**config.mk**
```make
export PLATFORM = sky130hd
export DESIGN_NAME = puf_cr_seq_flat
export DESIGN_NICKNAME = d
export VERILOG_FILES = /design/src/rtl/puf_cr_seq_if.sv /design/src/rtl/puf_cr_seq.sv /design/src/flat_wrapper.sv
export SDC_FILE = /design/constraint.sdc
export NUM_CORES = 1
export LEC_CHECK = 0
export ABC_CLOCK_PERIOD_IN_PS = 1800
export BUFFER_PORTS_ARGS = -buffer_cell sky130_fd_sc_hd__buf_2
export CAP_MARGIN = 20
export CORE_MARGIN = 2
export CORE_UTILIZATION = 53
export DETAILED_ROUTE_END_ITERATION = 6
export PLACE_DENSITY = 0.86
export SETUP_SLACK_MARGIN = 0.02
export SLEW_MARGIN = 40
export SYNTH_ARGS = -nofsm -noshare
export SYNTH_HDL_FRONTEND = slang
export SYNTH_SLANG_ARGS = --single-unit
export TNS_END_PERCENT = 5
```
**constraint.sdc**
```tcl
create_clock -name clk -period 1.8 [get_ports clk]
set_input_delay 0.27 -clock clk [delete_from_list [all_inputs] [get_ports clk]]
set_output_delay 0.27 -clock clk [all_outputs]
set_load 0.01 [all_outputs]
```
**src/rtl/puf_cr_seq_if.sv**
```systemverilog
// puf_cr_seq_if: challenge/response bus between the sequencer, UART sides and PUF (PUF_LOOPBACK_EN adds check)
interface puf_cr_seq_if #(
    parameter int CHAL_W = 16,
    parameter int RESP_W = 32
);
    logic [7:0]        rx_data;
    logic              rx_valid;
    logic              rx_ready;
    logic [CHAL_W-1:0] challenge;
    logic              puf_en;
    logic [RESP_W-1:0] response;
    logic [7:0]        tx_data;
    logic              tx_valid;
    logic              tx_ready;
    logic              busy;
    logic              done;
`ifdef PUF_LOOPBACK_EN
    logic              check;
    modport slave  (input rx_data, rx_valid, response, tx_ready, check,
                    output rx_ready, challenge, puf_en, tx_data, tx_valid, busy, done);
    modport master (output rx_data, rx_valid, response, tx_ready, check,
                    input rx_ready, challenge, puf_en, tx_data, tx_valid, busy, done);
`else
    modport slave  (input rx_data, rx_valid, response, tx_ready,
                    output rx_ready, challenge, puf_en, tx_data, tx_valid, busy, done);
    modport master (output rx_data, rx_valid, response, tx_ready,
                    input rx_ready, challenge, puf_en, tx_data, tx_valid, busy, done);
`endif
endinterface

```
**src/rtl/puf_cr_seq.sv**
```systemverilog
// puf_cr_seq: byte-stream challenge assembly, Gray-coded PUF evaluation, byte-serial response (PUF_LOOPBACK_EN: check selects challenge loopback)
module puf_cr_seq #(
    parameter int CHAL_W     = 16,
    parameter int RESP_W     = 32,
    parameter int SETTLE_CYC = 4,
    parameter int RX_TIMEOUT = 0
) (
    input logic         clk,
    input logic         rst,
    puf_cr_seq_if.slave bus
);
    localparam int CB  = CHAL_W / 8;
    localparam int RB  = RESP_W / 8;
    localparam int CBW = (CB > 1) ? $clog2(CB) : 1;
    localparam int RBW = (RB > 1) ? $clog2(RB) : 1;
    localparam int SW  = (SETTLE_CYC > 1) ? $clog2(SETTLE_CYC) : 1;
    localparam int IW  = (RX_TIMEOUT > 1) ? $clog2(RX_TIMEOUT) : 1;

    typedef enum logic [1:0] {S_RX, S_EVAL, S_TX} state_t;

    state_t            state_q;
    logic [CBW-1:0]    rcnt_q;
    logic [RBW-1:0]    tcnt_q;
    logic [SW-1:0]     scnt_q;
    logic [IW-1:0]     icnt_q;
    logic [CHAL_W-1:0] bin_q;
    logic [CHAL_W-1:0] chal_q;
    logic [RESP_W-1:0] resp_q;
    logic              puf_en_q;
    logic              tx_valid_q;
    logic              done_q;
    logic              rx_ready_q;

    logic              acc;
    logic [CHAL_W+7:0] wide;
    logic [CHAL_W-1:0] nb;
    logic [RESP_W-1:0] cap;

    assign acc  = (state_q == S_RX) && rx_ready_q && bus.rx_valid;
    assign wide = {bin_q, bus.rx_data};
    assign nb   = wide[CHAL_W-1:0];
`ifdef PUF_LOOPBACK_EN
    assign cap  = bus.check ? RESP_W'(bin_q) : bus.response;
`else
    assign cap  = bus.response;
`endif

    assign bus.rx_ready  = rx_ready_q;
    assign bus.challenge = chal_q;
    assign bus.puf_en    = puf_en_q;
    assign bus.tx_data   = resp_q[RESP_W-1 -: 8];
    assign bus.tx_valid  = tx_valid_q;
    assign bus.done      = done_q;
    assign bus.busy      = (state_q != S_RX) || (rcnt_q != '0);

    // Sequencer FSM: collect challenge bytes, hold puf_en for the settle window, then stream the response out
    always_ff @(posedge clk) begin
        if (rst) begin
            state_q    <= S_RX;
            rcnt_q     <= '0;
            tcnt_q     <= '0;
            scnt_q     <= '0;
            icnt_q     <= '0;
            bin_q      <= '0;
            chal_q     <= '0;
            resp_q     <= '0;
            puf_en_q   <= 1'b0;
            tx_valid_q <= 1'b0;
            done_q     <= 1'b0;
            rx_ready_q <= 1'b1;
        end else begin
            done_q <= 1'b0;
            case (state_q)
                S_RX: begin
                    if (acc) begin
                        icnt_q <= '0;
                        bin_q  <= nb;
                        if (rcnt_q == CBW'(CB - 1)) begin
                            rcnt_q     <= '0;
                            chal_q     <= nb ^ (nb >> 1);
                            puf_en_q   <= 1'b1;
                            rx_ready_q <= 1'b0;
                            scnt_q     <= '0;
                            state_q    <= S_EVAL;
                        end else begin
                            rcnt_q <= rcnt_q + 1'b1;
                        end
                    end else if (RX_TIMEOUT > 0 && rcnt_q != '0) begin
                        if (icnt_q == IW'(RX_TIMEOUT - 1)) begin
                            rcnt_q <= '0;
                            bin_q  <= '0;
                            icnt_q <= '0;
                        end else begin
                            icnt_q <= icnt_q + 1'b1;
                        end
                    end
                end
                S_EVAL: begin
                    if (scnt_q == SW'(SETTLE_CYC - 1)) begin
                        resp_q     <= cap;
                        puf_en_q   <= 1'b0;
                        tx_valid_q <= 1'b1;
                        tcnt_q     <= '0;
                        state_q    <= S_TX;
                    end else begin
                        scnt_q <= scnt_q + 1'b1;
                    end
                end
                S_TX: begin
                    if (bus.tx_ready) begin
                        resp_q <= resp_q << 8;
                        if (tcnt_q == RBW'(RB - 1)) begin
                            tcnt_q     <= '0;
                            tx_valid_q <= 1'b0;
                            done_q     <= 1'b1;
                            rx_ready_q <= 1'b1;
                            state_q    <= S_RX;
                        end else begin
                            tcnt_q <= tcnt_q + 1'b1;
                        end
                    end
                end
                default: state_q <= S_RX;
            endcase
        end
    end
endmodule
```
**src/flat_wrapper.sv**
```systemverilog
// flat-port wrapper written by rule: the top's interface ports become plain ports
module puf_cr_seq_flat 
#(
    parameter int CHAL_W     = 16,
    parameter int RESP_W     = 32,
    parameter int SETTLE_CYC = 4,
    parameter int RX_TIMEOUT = 0
)
  (clk, rst, bus_rx_data, bus_rx_valid, bus_response, bus_tx_ready, bus_rx_ready, bus_challenge, bus_puf_en, bus_tx_data, bus_tx_valid, bus_busy, bus_done);
  puf_cr_seq_if #(.CHAL_W(CHAL_W), .RESP_W(RESP_W)) bus_i ();
  input logic clk;
  input logic rst;
  input wire logic [$bits(bus_i.rx_data)-1:0] bus_rx_data;
  input wire logic [$bits(bus_i.rx_valid)-1:0] bus_rx_valid;
  input wire logic [$bits(bus_i.response)-1:0] bus_response;
  input wire logic [$bits(bus_i.tx_ready)-1:0] bus_tx_ready;
  output wire logic [$bits(bus_i.rx_ready)-1:0] bus_rx_ready;
  output wire logic [$bits(bus_i.challenge)-1:0] bus_challenge;
  output wire logic [$bits(bus_i.puf_en)-1:0] bus_puf_en;
  output wire logic [$bits(bus_i.tx_data)-1:0] bus_tx_data;
  output wire logic [$bits(bus_i.tx_valid)-1:0] bus_tx_valid;
  output wire logic [$bits(bus_i.busy)-1:0] bus_busy;
  output wire logic [$bits(bus_i.done)-1:0] bus_done;
  assign bus_i.rx_data = bus_rx_data;
  assign bus_i.rx_valid = bus_rx_valid;
  assign bus_i.response = bus_response;
  assign bus_i.tx_ready = bus_tx_ready;
  assign bus_rx_ready = bus_i.rx_ready;
  assign bus_challenge = bus_i.challenge;
  assign bus_puf_en = bus_i.puf_en;
  assign bus_tx_data = bus_i.tx_data;
  assign bus_tx_valid = bus_i.tx_valid;
  assign bus_busy = bus_i.busy;
  assign bus_done = bus_i.done;
  puf_cr_seq #(.CHAL_W(CHAL_W), .RESP_W(RESP_W), .SETTLE_CYC(SETTLE_CYC), .RX_TIMEOUT(RX_TIMEOUT)) u_core (.clk(clk), .rst(rst), .bus(bus_i));
endmodule
```
==> flow_summary.toml, run 1 <==
[floorplanning]
die_height_microns = 78.1
std_cell_rows = 26
die_w_microns = 78.1
die-area_sq_um = 6100
initial_core_util_pct = 55.9
io_pins = 73
core_sq_um = 5200

[placed_design]
place_inst = 426
portBuffers = 72
gp_congestion = 0.845
place_area_sq_um = 3190
hpwlAfterDp_microns = 4250
dp_slack_ns = 0.251

[sta]
fin_hold_ws_ns = 0.160
period_share_pct = 95.0
finalSetupViolCount = 0
maxSlewViolCount = 0
setup_ws_ns = 0.0904
tightestPinTransition_ns = 0.727
rsz0062_at_grt = "false"
finalCriticalPeriod_ns = 1.71
maxSlewHeadroom_pct = 51.5
hold_violations = 0
fmax_mhz = 585
tns_ns = 0
fin_skew_ns = 0.00797

[hold_path]
min_path_type = "input port to register"

[layout]
antennaDiodeCount = 0
drive_gt1_share_pct = 29.6
regArea_sq_um = 1340
finalNonFillerCells = 441
multiInputGateArea_sq_um = 1330
layout_commonest_cell = "buf_2"
fin_area_sq_um = 3430
area_growth_pct = 17.8
final_cell_mix = "buf_2, dfxtp_1, nor3_1"
n_fill_cell = 428
fin_nets = 413

[drt]
drc = 0
wl_microns = 6410
dr_total_vias = 2520
drtPass1Iterations = 4
avgViaCountPerCell = 5.71
postRouteAntennaNets = 0
first_iter_violations = 189
wl_per_cell_microns = 14.5

[global_routing]
grt_pass1_vias = 2232
antenna_found_initial = 0
grt_max_degree = 33
grt-ovfl-total = 0
grt_pass1_wl_microns = 10300
track_usage_pct = 21.4

[cts]
clock_sinks = 67
postCtsHoldBufs = 0
htreeDepth = 3
root_buffer = "clkbuf_8"
numCtsBuffers = 9
clk_latency_ns = 0.35
clk_pin_slew_ns = 0.07
tritoncts = "built"
cts_max_path_buffers = 2

[power]
ir_worst_vdd_mv = 0.696
p_per_area_nw_per_um2 = 1040
p_leak_nw = 1.37

[synth]
synth.avg_cell_area_sq_um = 9.26
synthArstFlopShare_pct = 0
ys_types = 36
synth-warning-count = 0
synth_nets = 360
synth-edff-count = 0
ys.flop_type = "dfxtp_1"
synth-seq-area-share_pct = 46.1
synth.ff_latch_count = 67
netlist_area_sq_um = 2910
syn_inst = 314

[outcome]
status = "complete, no violations"

[worst_setup_path]
path_class = "register to primary output"
crit_fanout = 17
crit_required_ns = 1.53
cp-start-kind = "register"
arrival_ns = 1.44
worst_setup_path_end_kind = "primary output"

[job]
maxCapViolCount = 0
## cell families (layout without fill, tap and decap cells)
logic type	Yosys count	in the layout	synth area share (%)
AOI/OAI and AO/OA	77	77	17.9
buffers and inverters	39	96	8.26
muxes	8	8	2.75
and+or+nand+nor	105	105	19.3
xor gates and xnor gates	16	16	4.82
DFF	67	67	46.1
adders and majority gates	2	2	0.860
## power breakdown
group | internal (mW) | switching (mW) | total [mW]
Sequential | 1.56 | 0.0587 | 1.61
Combinational | 0.217 | 0.255 | 0.472
Clock | 0.910 | 0.567 | 1.48
Total | 2.68 | 0.880 | 3.56
## metrics by stage
stage / total power, mW / utilization [%]
2_1_floorplan: 1.96 / -
3_3_place_gp: 2.10 / 61.3
3_5_place_dp: 2.11 / 61.3
4_1_cts: 3.58 / 65.8
5_1_grt: 3.68 / 65.8
6_report: 3.56 / 65.8
## repair_timing
item / CTS / global route
setup endpoints to repair: 0 / 1
gates resized for setup: 0 / 1
setup buffers: 0 / 0
## area by class of cell
cell class,count,area share (%)
sequential,67,39.2
clock buffer,10,3.73
clock inverter,5,2.99
tap,70,2.56
inverter,1,0.110
multi-input combinational,208,38.8
timing repair buffer,80,12.6
## final timing paths
check | depth (start not counted) | from | slack, ns | to
max | 3 | u_core.state_q[1] | 0.09 | bus_busy
min | 3 | bus_response[3] | 0.16 | u_core.resp_q[3]
max reg2reg | 3 | u_core.state_q[0] | 0.22 | u_core.resp_q[9]
min reg2reg | 2 | u_core.resp_q[6] | 0.47 | u_core.resp_q[6]
## cell usage after synthesis, drive strengths merged, types with 4 or more instances
cell type / count / area share [%]
a211oi: 16 / 5.8
a21oi: 30 / 5.2
buf: 34 / 7.6
clkbuf: 4 / 0.52
dfxtp: 67 / 46
mux2i: 8 / 2.8
nand2: 12 / 1.5
nand3: 13 / 2.2
nand3b: 5 / 1.4
nor2: 11 / 1.4
nor3: 48 / 8.3
o22ai: 24 / 5.2
xnor2: 16 / 4.8
## critical path, stage by stage, from the launching register on
cell	delay, ns
dfxtp_2	0.35
buf_4	0.18
or3_1	0.41
buf_2	0.16
## per-layer routing
| metal | up-vias | wire [microns] | track usage (%) | share of wire [%] |
|---|---|---|---|---|
| li1 | 1242 | - | - | - |
| met1 | 1185 | 2960 | 28.1 | 46 |
| met2 | 84 | 2960 | 33.0 | 46 |
| met3 | 9 | 400 | 6.90 | 6.2 |
| met4 | 0 | 87 | 7.89 | 1.4 |
| met5 | - | 0 | 0 | 0 |
## registers in the layout, indices dropped and copies added (netlist names)
signal,flops
u_core.tcnt_q,2
u_core.bus.rx_ready,1
u_core.bin_q,8
u_core.bus.challenge,16
u_core.rcnt_q,1
u_core.bus.puf_en,1
u_core.bus.tx_valid,1
u_core.bus.done,1
u_core.resp_q,32
u_core.scnt_q,2
u_core.state_q,2
Note: power is estimated with default switching activity, not from simulation.
==> run 2: changes to the inputs <==
--- a/config.mk
+++ b/config.mk
@@ -8,9 +8,9 @@
 export ABC_CLOCK_PERIOD_IN_PS = 1800
 export BUFFER_PORTS_ARGS = -buffer_cell sky130_fd_sc_hd__buf_2
 export CAP_MARGIN = 20
-export CORE_MARGIN = 2
 export CORE_UTILIZATION = 53
 export DETAILED_ROUTE_END_ITERATION = 6
+export HOLD_SLACK_MARGIN = 0.12
 export PLACE_DENSITY = 0.86
 export SETUP_SLACK_MARGIN = 0.02
 export SLEW_MARGIN = 40
==> run 2 against run 1 <==
  * Sequential share of layout area up 0.31 points
  * Via count shrank 1.3%
  * Fmax up 0.39%
  * Die area down 5.1%
  * Clock skew about the same
  * Routed wire length is 1.1% higher
  * Total power fell by 8.1%
  * Cell count unchanged
  * Count of clock-buffer cells in the layout rose by 1
  * Sequential power hardly changed
  * Largest cell class unchanged
==> flow_summary.toml, run 2 (synthesis results as in run 1) <==
[worst_setup_path]
path_class = "register to register"
critPathLaunch = "u_core.state_q[1]"
crit_fanout = 15
cp-start-kind = "register"
crit-reg2reg-launch = "u_core.state_q[1]"
crit_required_ns = 1.98
worst_setup_path_end_kind = "register"
arrival_ns = 1.88

[layout]
n_fill_cell = 444
regArea_sq_um = 1340
final_cell_mix = "buf_2, dfxtp_1, nor3_1"
layout_commonest_cell = "buf_2"
antennaDiodeCount = 0
largest_reg_flops = 32
multiInputGateArea_sq_um = 1330
regMostFlops = "u_core.resp_q"
area_growth_pct = 16.7
drive_gt1_share_pct = 29.4
fin_nets = 414

[outcome]
status = "complete, no violations"

[cts]
clk_latency_ns = 0.34
clk_pin_slew_ns = 0.07
htreeDepth = 3
tritoncts = "built"
ctsResizeCount = 0
cts_max_path_buffers = 2
root_buffer = "clkbuf_8"
postCtsHoldBufs = 0
postCtsSetupBuffers = 0
numCtsBuffers = 9
clock_sinks = 67

[floorplanning]
io_pins = 73
die_height_microns = 76.1
initial_core_util_pct = 55.9
die-area_sq_um = 5790
std_cell_rows = 26
core_sq_um = 5200
die_w_microns = 76.1

[sta]
fin_hold_ws_ns = 0.169
fin_skew_ns = 0.00847
rsz0062_at_grt = "false"
finalSetupViolCount = 0
fmax_mhz = 587
maxSlewViolCount = 0
maxSlewHeadroom_pct = 48.0
period_share_pct = 94.6
tightestPinTransition_ns = 0.780
tns_ns = 0
finalCriticalPeriod_ns = 1.70
hold_violations = 0

[power]
ir_worst_vdd_mv = 0.731
p_leak_nw = 1.37
p_per_area_nw_per_um2 = 964

[global_routing]
track_usage_pct = 23.1
grt_max_degree = 33
grt_pass1_vias = 2305
antenna_found_initial = 0
grt_pass1_wl_microns = 10800
grt-ovfl-total = 0

[drt]
first_iter_violations = 120
wl_microns = 6470
drtPass1Iterations = 4
drc = 0
avgViaCountPerCell = 5.64
dr_total_vias = 2487
wl_per_cell_microns = 14.7
postRouteAntennaNets = 0

[placed_design]
hpwlAfterDp_microns = 4260
portBuffers = 72
gp_congestion = 0.842

[hold_path]
min_path_type = "input port to register"
hp-start = "bus_response[5]"

[job]
maxCapViolCount = 0
[run 2: area by class of cell]
cell class / count / area share [%]
Sequential cell: 67 / 39.5
Inverter: 1 / 0.111
Clock inverter: 3 / 1.18
Timing Repair Buffer: 81 / 13.3
Tap cell: 70 / 2.58
Clock buffer: 11 / 4.16
Multi-Input combinational cell: 208 / 39.1
[run 2: worst paths after layout]
path,slack [ns],end,cells after the start
worst min-delay path,0.17,u_core.resp_q[5],3
worst max register to register,0.1,u_core.bus.challenge[0],4
worst max-delay path,0.1,u_core.bus.challenge[0],4
worst min register to register,0.47,u_core.resp_q[1],2
[run 2: through the flow]
stage          instances  total power [mW]  cell area (sq um)  setup WS, ns  utilization (%)
6_report             441              3.27               3400        0.0970             65.2
5_1_grt              441              3.40               3400        0.0215             65.2
4_1_cts              441              3.29               3390         0.109             65.2
3_5_place_dp         427              2.12               3210         0.154             61.7
3_3_place_gp         427              2.10               3210         0.256             61.7
2_1_floorplan        314              1.96               2910         0.442                -
[run 2: per-layer routing]
layer  part of all wire [%]  GRT usage (%)  wire (microns)  up-vias
met4                    1.9           7.69             123        0
met1                     44           28.8            2870     1165
met3                    4.5           6.23             293       12
li1                       -              -               -     1243
met5                      0              0               0        -
met2                     49           38.8            3180       67
[run 2: critical path: stages, from the launching register on]
cell and delay, ns:
dfxtp_1 0.34, buf_4 0.18, nor2b_1 0.19, and2_1 0.67, a211oi_1 0.16
[run 2: power breakdown]
part	internal (mW)	total (mW)	switching (mW)
clock network	0.658	1.18	0.525
logic	0.220	0.476	0.256
registers	1.56	1.62	0.0602
